--- config.mk ---
export PLATFORM = sky130hd
export DESIGN_NAME = mips_load_store_unit
export DESIGN_NICKNAME = d
export VERILOG_FILES = /design/src/rtl/mips_load_store_unit.sv
export SDC_FILE = /design/constraint.sdc
export NUM_CORES = 1
export LEC_CHECK = 0
export BUFFER_PORTS_ARGS = -buffer_cell sky130_fd_sc_hd__clkbuf_2
export CAP_MARGIN = 30
export CELL_PAD_IN_SITES_DETAIL_PLACEMENT = 1
export CELL_PAD_IN_SITES_GLOBAL_PLACEMENT = 1
export CORE_MARGIN = 2
export CORE_UTILIZATION = 36
export DETAILED_ROUTE_END_ITERATION = 7
export PLACE_DENSITY_LB_ADDON = 0.1
export RECOVER_POWER = 50
export SYNTH_ARGS = -nofsm -noshare
export SYNTH_HDL_FRONTEND = slang
export SYNTH_SLANG_ARGS = --single-unit
--- constraint.sdc ---
create_clock -name clk -period 2 [get_ports clk]
set_input_delay 0.2 -clock clk [delete_from_list [all_inputs] [get_ports clk]]
set_output_delay 0.2 -clock clk [all_outputs]
set_load 0.005 [all_outputs]
--- src/rtl/mips_load_store_unit.sv ---
// MIPS load/store unit: it accepts one core request and runs it as a single memory access
// with wait states, then returns the extended load data or an error on a one-cycle response.
module mips_load_store_unit (
    input  logic        clk,
    input  logic        reset,
    input  logic        req_valid,
    output logic        req_ready,
    input  logic        req_write,
    input  logic [2:0]  req_size,
    input  logic [31:0] req_address,
    input  logic [31:0] req_writedata,
    output logic        resp_valid,
    output logic [31:0] resp_readdata,
    output logic        resp_error,
    output logic [31:0] data_address,
    output logic        data_read,
    output logic        data_write,
    output logic [3:0]  data_byteenable,
    output logic [31:0] data_writedata,
    input  logic [31:0] data_readdata,
    input  logic        data_waitrequest
);

    typedef enum logic [1:0] {IDLE, ACCESS, RESP} state_t;

    state_t      state_q;
    logic        write_q;
    logic        err_q;
    logic [2:0]  size_q;
    logic [31:0] addr_q;
    logic [31:0] wdata_q;
    logic [31:0] rdata_q;
    logic [3:0]  be_d;

    function automatic logic size_error(input logic [2:0] sz, input logic [1:0] a);
        case (sz)
            3'b000, 3'b100: size_error = 1'b0;
            3'b001, 3'b101: size_error = a[0];
            3'b011:         size_error = (a != 2'b00);
            default:        size_error = 1'b1;
        endcase
    endfunction

    // Store data is replicated across lanes at accept time; only the enabled lanes matter.
    function automatic logic [31:0] place_store(input logic [2:0] sz, input logic [31:0] wd);
        case (sz)
            3'b000, 3'b100: place_store = {4{wd[7:0]}};
            3'b001, 3'b101: place_store = {2{wd[15:0]}};
            default:        place_store = wd;
        endcase
    endfunction

    function automatic logic [31:0] extract_load(input logic [2:0] sz, input logic [1:0] a,
                                                 input logic [31:0] rd);
        logic [31:0] shifted;
        logic [7:0]  b;
        logic [15:0] h;
        shifted = rd >> {a, 3'b000};
        b       = shifted[7:0];
        h       = a[1] ? rd[31:16] : rd[15:0];
        case (sz)
            3'b000:  extract_load = {{24{b[7]}}, b};
            3'b100:  extract_load = {24'h0, b};
            3'b001:  extract_load = {{16{h[15]}}, h};
            3'b101:  extract_load = {16'h0, h};
            default: extract_load = rd;
        endcase
    endfunction

    always_comb begin
        be_d = '0;
        case (size_q)
            3'b000, 3'b100: be_d = 4'b0001 << addr_q[1:0];
            3'b001, 3'b101: be_d = addr_q[1] ? 4'b1100 : 4'b0011;
            3'b011:         be_d = 4'b1111;
            default:        be_d = '0;
        endcase
    end

    always_ff @(posedge clk or negedge reset) begin
        if (!reset) begin
            state_q <= IDLE;
            write_q <= 1'b0;
            err_q   <= 1'b0;
            size_q  <= '0;
            addr_q  <= '0;
            wdata_q <= '0;
            rdata_q <= '0;
        end else begin
            case (state_q)
                IDLE: begin
                    if (req_valid) begin
                        write_q <= req_write;
                        size_q  <= req_size;
                        addr_q  <= req_address;
                        wdata_q <= place_store(req_size, req_writedata);
                        rdata_q <= '0;
                        err_q   <= size_error(req_size, req_address[1:0]);
                        state_q <= size_error(req_size, req_address[1:0]) ? RESP : ACCESS;
                    end
                end
                ACCESS: begin
                    if (!data_waitrequest) begin
                        if (!write_q) begin
                            rdata_q <= extract_load(size_q, addr_q[1:0], data_readdata);
                        end
                        state_q <= RESP;
                    end
                end
                RESP:    state_q <= IDLE;
                default: state_q <= IDLE;
            endcase
        end
    end

    // Memory-side outputs decode straight from registered state, so reset drops them at once.
    assign req_ready       = (state_q == IDLE);
    assign data_address    = {addr_q[31:2], 2'b00};
    assign data_read       = (state_q == ACCESS) && !write_q;
    assign data_write      = (state_q == ACCESS) && write_q;
    assign data_byteenable = (state_q == ACCESS) ? be_d : 4'b0000;
    assign data_writedata  = wdata_q;
    assign resp_valid      = (state_q == RESP);
    assign resp_error      = resp_valid && err_q;
    assign resp_readdata   = resp_valid ? rdata_q : '0;

endmodule

==> flow_summary.toml, run 1 <==
[outcome]
outcome = "finished clean"

[logic_synthesis]
ys.flop_type = "dfrtp_1"
postSynth.asyncResetShare_pct = 100
synth-xor-area-share_pct = 0
syn_area_um2 = 5330
yosys-mux-area-fraction_pct = 7.05
synth_top_family_by_area = "simple AND/OR/NAND/NOR gates"
synth-edff-count = 0
synth_compound_area_share_pct = 16.4
syn_area_per_cell_um2 = 9.23
ys_seq_area_share_pct = 48.4
synthSimpleGateAreaFrac_pct = 19.9
ys_types = 42
synth_fa_ha_area_share_pct = 0
ys_warn_count = 0
ys_ff_latch = 103
syn_inst = 577

[placement]
dpl.cell_count = 916
place_hpwl_um = 12200
portBuffers = 206
gp_congestion = 0.803

[clock_tree]
path_clk_slew_ps = 70
tritoncts = "done"
cts_buffers = 9
clk_path_buf_depth = 2
htreeDepth = 3
clockRootBuffer = "clkbuf_16"
clk_latency_ps = 360
cts_post_setup_buffers_inserted = 0
clock_sinks = 103

[global_routing]
grt_overflow = 0
track_usage_pct = 21.0
antenna_found_initial = 0
grt_pass1_vias = 5023
grt_max_degree = 83
grt_pass1_wl_um = 26400

[setup_path]
cp_max_fo = 24
worst-path-buf-inv = 2
crit_chain = "buf_4, nor2_1, o21ai_0, a21oi_1, clkbuf_2"
cp.arrival_ps = 1660
critPathSlowestCell = "dfrtp_1"
worstPathRequired_ps = 1800
crit_path_start_kind = "register"
cpPeakStageDelay_ps = 430
crit_type = "reg -> out"
crit_family = "flip-flops"
end_kind = "output pin"

[timing]
relSlewSlack_pct = 46.9
setup_violations = 0
finalHoldViolations = 0
worst_pin_slew_ps = 797
clock_skew_ps = 8.70
setup-tns-final_ps = 0
finalCritPeriodShare_pct = 92.9
min_period_ps = 1860
grt_setup_unrepaired = "false"
max_freq_ghz = 0.538
finalMaxSlewViolations = 0

[power]
vdd_ir_drop_max_mv = 0.391
p_leak_nw = 3.52
power_density_nw_per_um2 = 1040

[floorplan]
num_rows = 44
core-area_um2 = 14500
io_pins = 209
die_area_um2 = 15800
dieWidth_um = 126
die_y_um = 126
initial_core_util_pct = 36.8

[routing]
drc = 0
dr.pass1.iters = 4
drtIter0Drc = 188
top_layer_used = "met4"
met1Wirelength_um = 7110
detail_route.wl_per_cell_um = 17.4
met3_length_um = 957
dr_wl_met2_um = 7890
antenna_left = 0
dr_total_vias = 4719
route.final.wire_length_um = 16300
routed_via_density = 5.05

[final_layout]
mostFrequentLayoutCells = "clkbuf_2, nand2_1, dfrtp_1, and2_1, o21ai_0"
layoutNonFillerInstCount = 934
nNetsFinal = 849
drive_gt1_share_pct = 33.1
n_antenna_cell = 0
layout_commonest_cell = "clkbuf_2"
area_delta_synth_final_pct = 24.1

[hold_path]
hold_class = "in -> reg"

[flow_run]
max-cap-violations = 0
## layer usage
metal	up-vias	global-route usage, %
met5	-	0
met3	19	4.42
met2	127	34.8
met1	2315	27.0
li1	2258	-
met4	0	8.17
## layout make-up
class	instances	area, um^2
inverter	5	18.8
timing repair buffer	227	1180
clock buffer	11	243
sequential	103	2580
clock inverter	5	32.5
multi-input combinational	399	2330
tap	184	230
fill	1750	7870
## state kept, by name, summed over array words and instances, names as in the netlist
signal          flops
data_writedata     32
size_q              3
write_q             1
addr_q             32
rdata_q            32
state_q             2
err_q               1
## logic make-up after synthesis
family | count (synthesis)
simple gates | 242
compound gates | 120
flops | 103
buf+inv | 76
mux | 35
other cells | 1
## cells in the mapped netlist, types with 2 or more instances
master	instances	area share [%]
nor2_1	18	1.3
a221o_1	7	1.3
nand3b_1	2	0.28
o211ai_1	7	0.99
mux2i_1	24	4.5
a211oi_1	7	0.99
a32oi_1	2	0.33
nor2b_1	3	0.35
nand2b_1	2	0.23
o21ai_0	29	2.7
nor3_1	2	0.19
nand2_1	161	11
a22oi_1	8	1.1
clkinv_1	2	0.14
buf_2	2	0.19
inv_1	3	0.21
a22o_1	14	2.3
a22o_2	10	1.9
buf_4	34	4.8
dfrtp_1	103	48
mux2_2	10	2.1
a21o_1	17	2.4
buf_6	3	0.63
buf_1	8	0.56
a21oi_1	14	1.3
and2_1	33	3.9
nand3_1	14	1.3
clkbuf_1	24	1.7
## power breakdown
part           internal [W]  total (W)  switching [W]
Combinational      0.000967    0.00225        0.00128
Sequential          0.00260    0.00291       0.000314
Clock              0.000880    0.00168       0.000802
## stage by stage
stage	power, W	utilization, %	setup slack (ps)	hold slack [ps]	area (um^2)
detailed placement	0.00526	43.9	239	73.5	6360
global route	0.00733	45.7	26.2	31.1	6610
CTS	0.00698	45.9	56.1	17.2	6650
floorplan	0.00442	-	361	-95.6	5330
finish	0.00684	45.7	142	29.4	6610
global placement	0.00515	43.9	341	70.5	6360
## what timing repair did
action	CTS	global route
hold endpoints to repair	15	0
hold buffers	1	0
setup endpoints to repair	0	3
gates resized for setup	0	2
## worst min-delay path: cells and delay by family
family	cells	cell delay (ps)
buf+inv	1	70
simple gates	2	80
## final timing paths
kind	startpoint	end	slack (ps)	depth (start not counted)
worst min-delay path	req_address[12]	addr_q[12]$_DFFE_PN0P_	30	3
worst max-delay path	size_q[1]$_DFFE_PN0P_	data_byteenable[1]	140	5
max in group asynchronous	reset	data_writedata[9]$_DFFE_PN0P_	350	3
worst max register to register	addr_q[1]$_DFFE_PN0P_	rdata_q[1]$_DFFE_PN0P_	200	5
min in group asynchronous	reset	addr_q[28]$_DFFE_PN0P_	440	2
worst min register to register	addr_q[5]$_DFFE_PN0P_	addr_q[5]$_DFFE_PN0P_	480	2
Note: power is estimated with default switching activity, not from simulation.
==> run 2, diff against run 1 <==
--- a/config.mk
+++ b/config.mk
@@ -9,6 +9,7 @@
 export CAP_MARGIN = 30
 export CELL_PAD_IN_SITES_DETAIL_PLACEMENT = 1
 export CELL_PAD_IN_SITES_GLOBAL_PLACEMENT = 1
+export CORE_ASPECT_RATIO = 1.25
 export CORE_MARGIN = 2
 export CORE_UTILIZATION = 36
 export DETAILED_ROUTE_END_ITERATION = 7
==> run 2 against run 1 <==
Against the previous run: fmax down 3.1%; routed wire length rose by 2.1%; non-clock buffer count is 1 lower; sequential share of layout area fell by 0.074 points; clock-buffer cell count did not move; clock skew decreased by 1.4 ps; final cell count fell by 0.75%; critical path depth unchanged; critical endpoint is now rdata_q[15]$_DFFE_PN0P_.
==> flow_summary.toml, run 2 (synthesis results as in run 1) <==
[clock_tree]
cts_buffers = 9
cts_post_setup_buffers_inserted = 0
clockRootBuffer = "clkbuf_16"
clock_sinks = 103
clk_latency_ps = 350
htreeDepth = 3
path_clk_slew_ps = 70
clk_path_buf_depth = 2
tritoncts = "done"

[timing]
worst_pin_slew_ps = 924
grt_setup_unrepaired = "false"
max_freq_ghz = 0.522
min_period_ps = 1920
finalCritPeriodShare_pct = 95.8
relSlewSlack_pct = 38.4
finalMaxSlewViolations = 0
clock_skew_ps = 7.31
setup-tns-final_ps = 0
setup_violations = 0
fin_ws_ps = 83.2
finalHoldViolations = 0

[routing]
antenna_left = 0
dr_total_vias = 4737
route.final.wire_length_um = 16600
drtIter0Drc = 145
detail_route.wl_per_cell_um = 17.9
drc = 0
routed_via_density = 5.11
dr.pass1.iters = 7

[power]
clkPwrFrac_pct = 25.8
power_w = 0.00698
power_density_nw_per_um2 = 1050
sw_frac_of_total_pct = 34.6
p_int_w = 0.00456
switchingPower_w = 0.00242
comb_power_share_pct = 32.3
vdd_ir_drop_max_mv = 0.454
seq_power_share_pct = 41.9
p_leak_nw = 3.50

[final_layout]
nFillCells = 1750
fin_area_um2 = 6620
drive_gt1_share_pct = 31.8
mostFrequentLayoutCells = "clkbuf_2, nand2_1, dfrtp_1, and2_1, clkbuf_1"
area_delta_synth_final_pct = 24.3
layout_commonest_cell = "clkbuf_2"
n_antenna_cell = 0
nNetsFinal = 848

[floorplan]
io_pins = 209
initial_core_util_pct = 37.0
dieWidth_um = 113
die_y_um = 140
num_rows = 49
die_area_um2 = 15800
core-area_um2 = 14400

[flow_run]
max-cap-violations = 0

[hold_path]
min_from = "req_address[13]"
hold_class = "in -> reg"

[placement]
place_ws_ps = 120
portBuffers = 206
placed_area_um2 = 6350
gp_congestion = 0.848
place_hpwl_um = 12500

[global_routing]
grt_overflow = 0
grt_pass1_wl_um = 26400
grt-busiest-layer = "met2"
grtUsageMet1_pct = 24.6
antenna_found_initial = 0
gr-usage-met2_pct = 37.2
track_usage_pct = 21.1
grt_max_degree = 60
use_met3_pct = 6.62
grt_pass1_vias = 5005

[setup_path]
worstPathRequired_ps = 2280
end_kind = "register"
crit_path_start_kind = "register"
cp_max_fo = 11
crit_type = "reg -> reg"
regToRegStartpoint = "size_q[1]$_DFFE_PN0P_"
critPathLaunch = "size_q[1]$_DFFE_PN0P_"
cp.arrival_ps = 2200

[outcome]
outcome = "finished clean"
==> run 2: path summary, 6_finish.rpt <==
path	to	slack (ps)	cells after the start
min reg2reg	addr_q[3]$_DFFE_PN0P_	470	2
max in group asynchronous	rdata_q[23]$_DFFE_PN0P_	320	3
max	rdata_q[15]$_DFFE_PN0P_	80	5
min in group asynchronous	addr_q[31]$_DFFE_PN0P_	530	2
min	addr_q[13]$_DFFE_PN0P_	50	3
max reg2reg	rdata_q[15]$_DFFE_PN0P_	80	5
==> run 2: timing repair <==
item                                   4_1_cts  5_1_grt
hold buffers                                 1        0
gates resized for setup                      0        1
setup endpoints to repair                    0        1
endpoints found under the hold margin       34        0
==> run 2: through the flow <==
stage	cells	hold slack, ps	utilization (%)
floorplan	578	-95.6	-
global placement	909	192	44.1
detailed placement	910	195	44.1
CTS	927	30.9	46.3
global route	927	50.2	46.0
finish	927	45.0	46.0
==> run 2: per-layer routing <==
metal  vias to the layer above  share of wire (%)
met1                      2302                 39
met3                        23                7.9
met2                       158                 51
met4                         0                1.9
met5                         -                  0
li1                       2254                  -
==> run 2: power by group through the flow <==
stage	combinational, W	clock (W)	sequential (W)
3_5_place_dp	0.00233	0	0.00296
5_1_grt	0.00252	0.00196	0.00300
4_1_cts	0.00234	0.00187	0.00293
3_3_place_gp	0.00224	0	0.00293
6_report	0.00225	0.00180	0.00292
2_1_floorplan	0.00154	0	0.00288
==> run 2: final cells by class <==
class | count | area [um^2] | share of cell area (%)
multi-input combinational | 399 | 2320 | 35.1
sequential | 103 | 2580 | 38.9
tap | 178 | 223 | 3.36
timing repair buffer | 226 | 1180 | 17.8
inverter | 5 | 18.8 | 0.283
clock buffer | 11 | 243 | 3.67
clock inverter | 5 | 57.6 | 0.869
==> run 2: worst max-delay path, stage by stage (launching register included) <==
cell	delay [ps]
dfrtp_1	430
buf_4	200
nor4_1	500
a32oi_2	260
a221oi_1	350
a21o_1	110
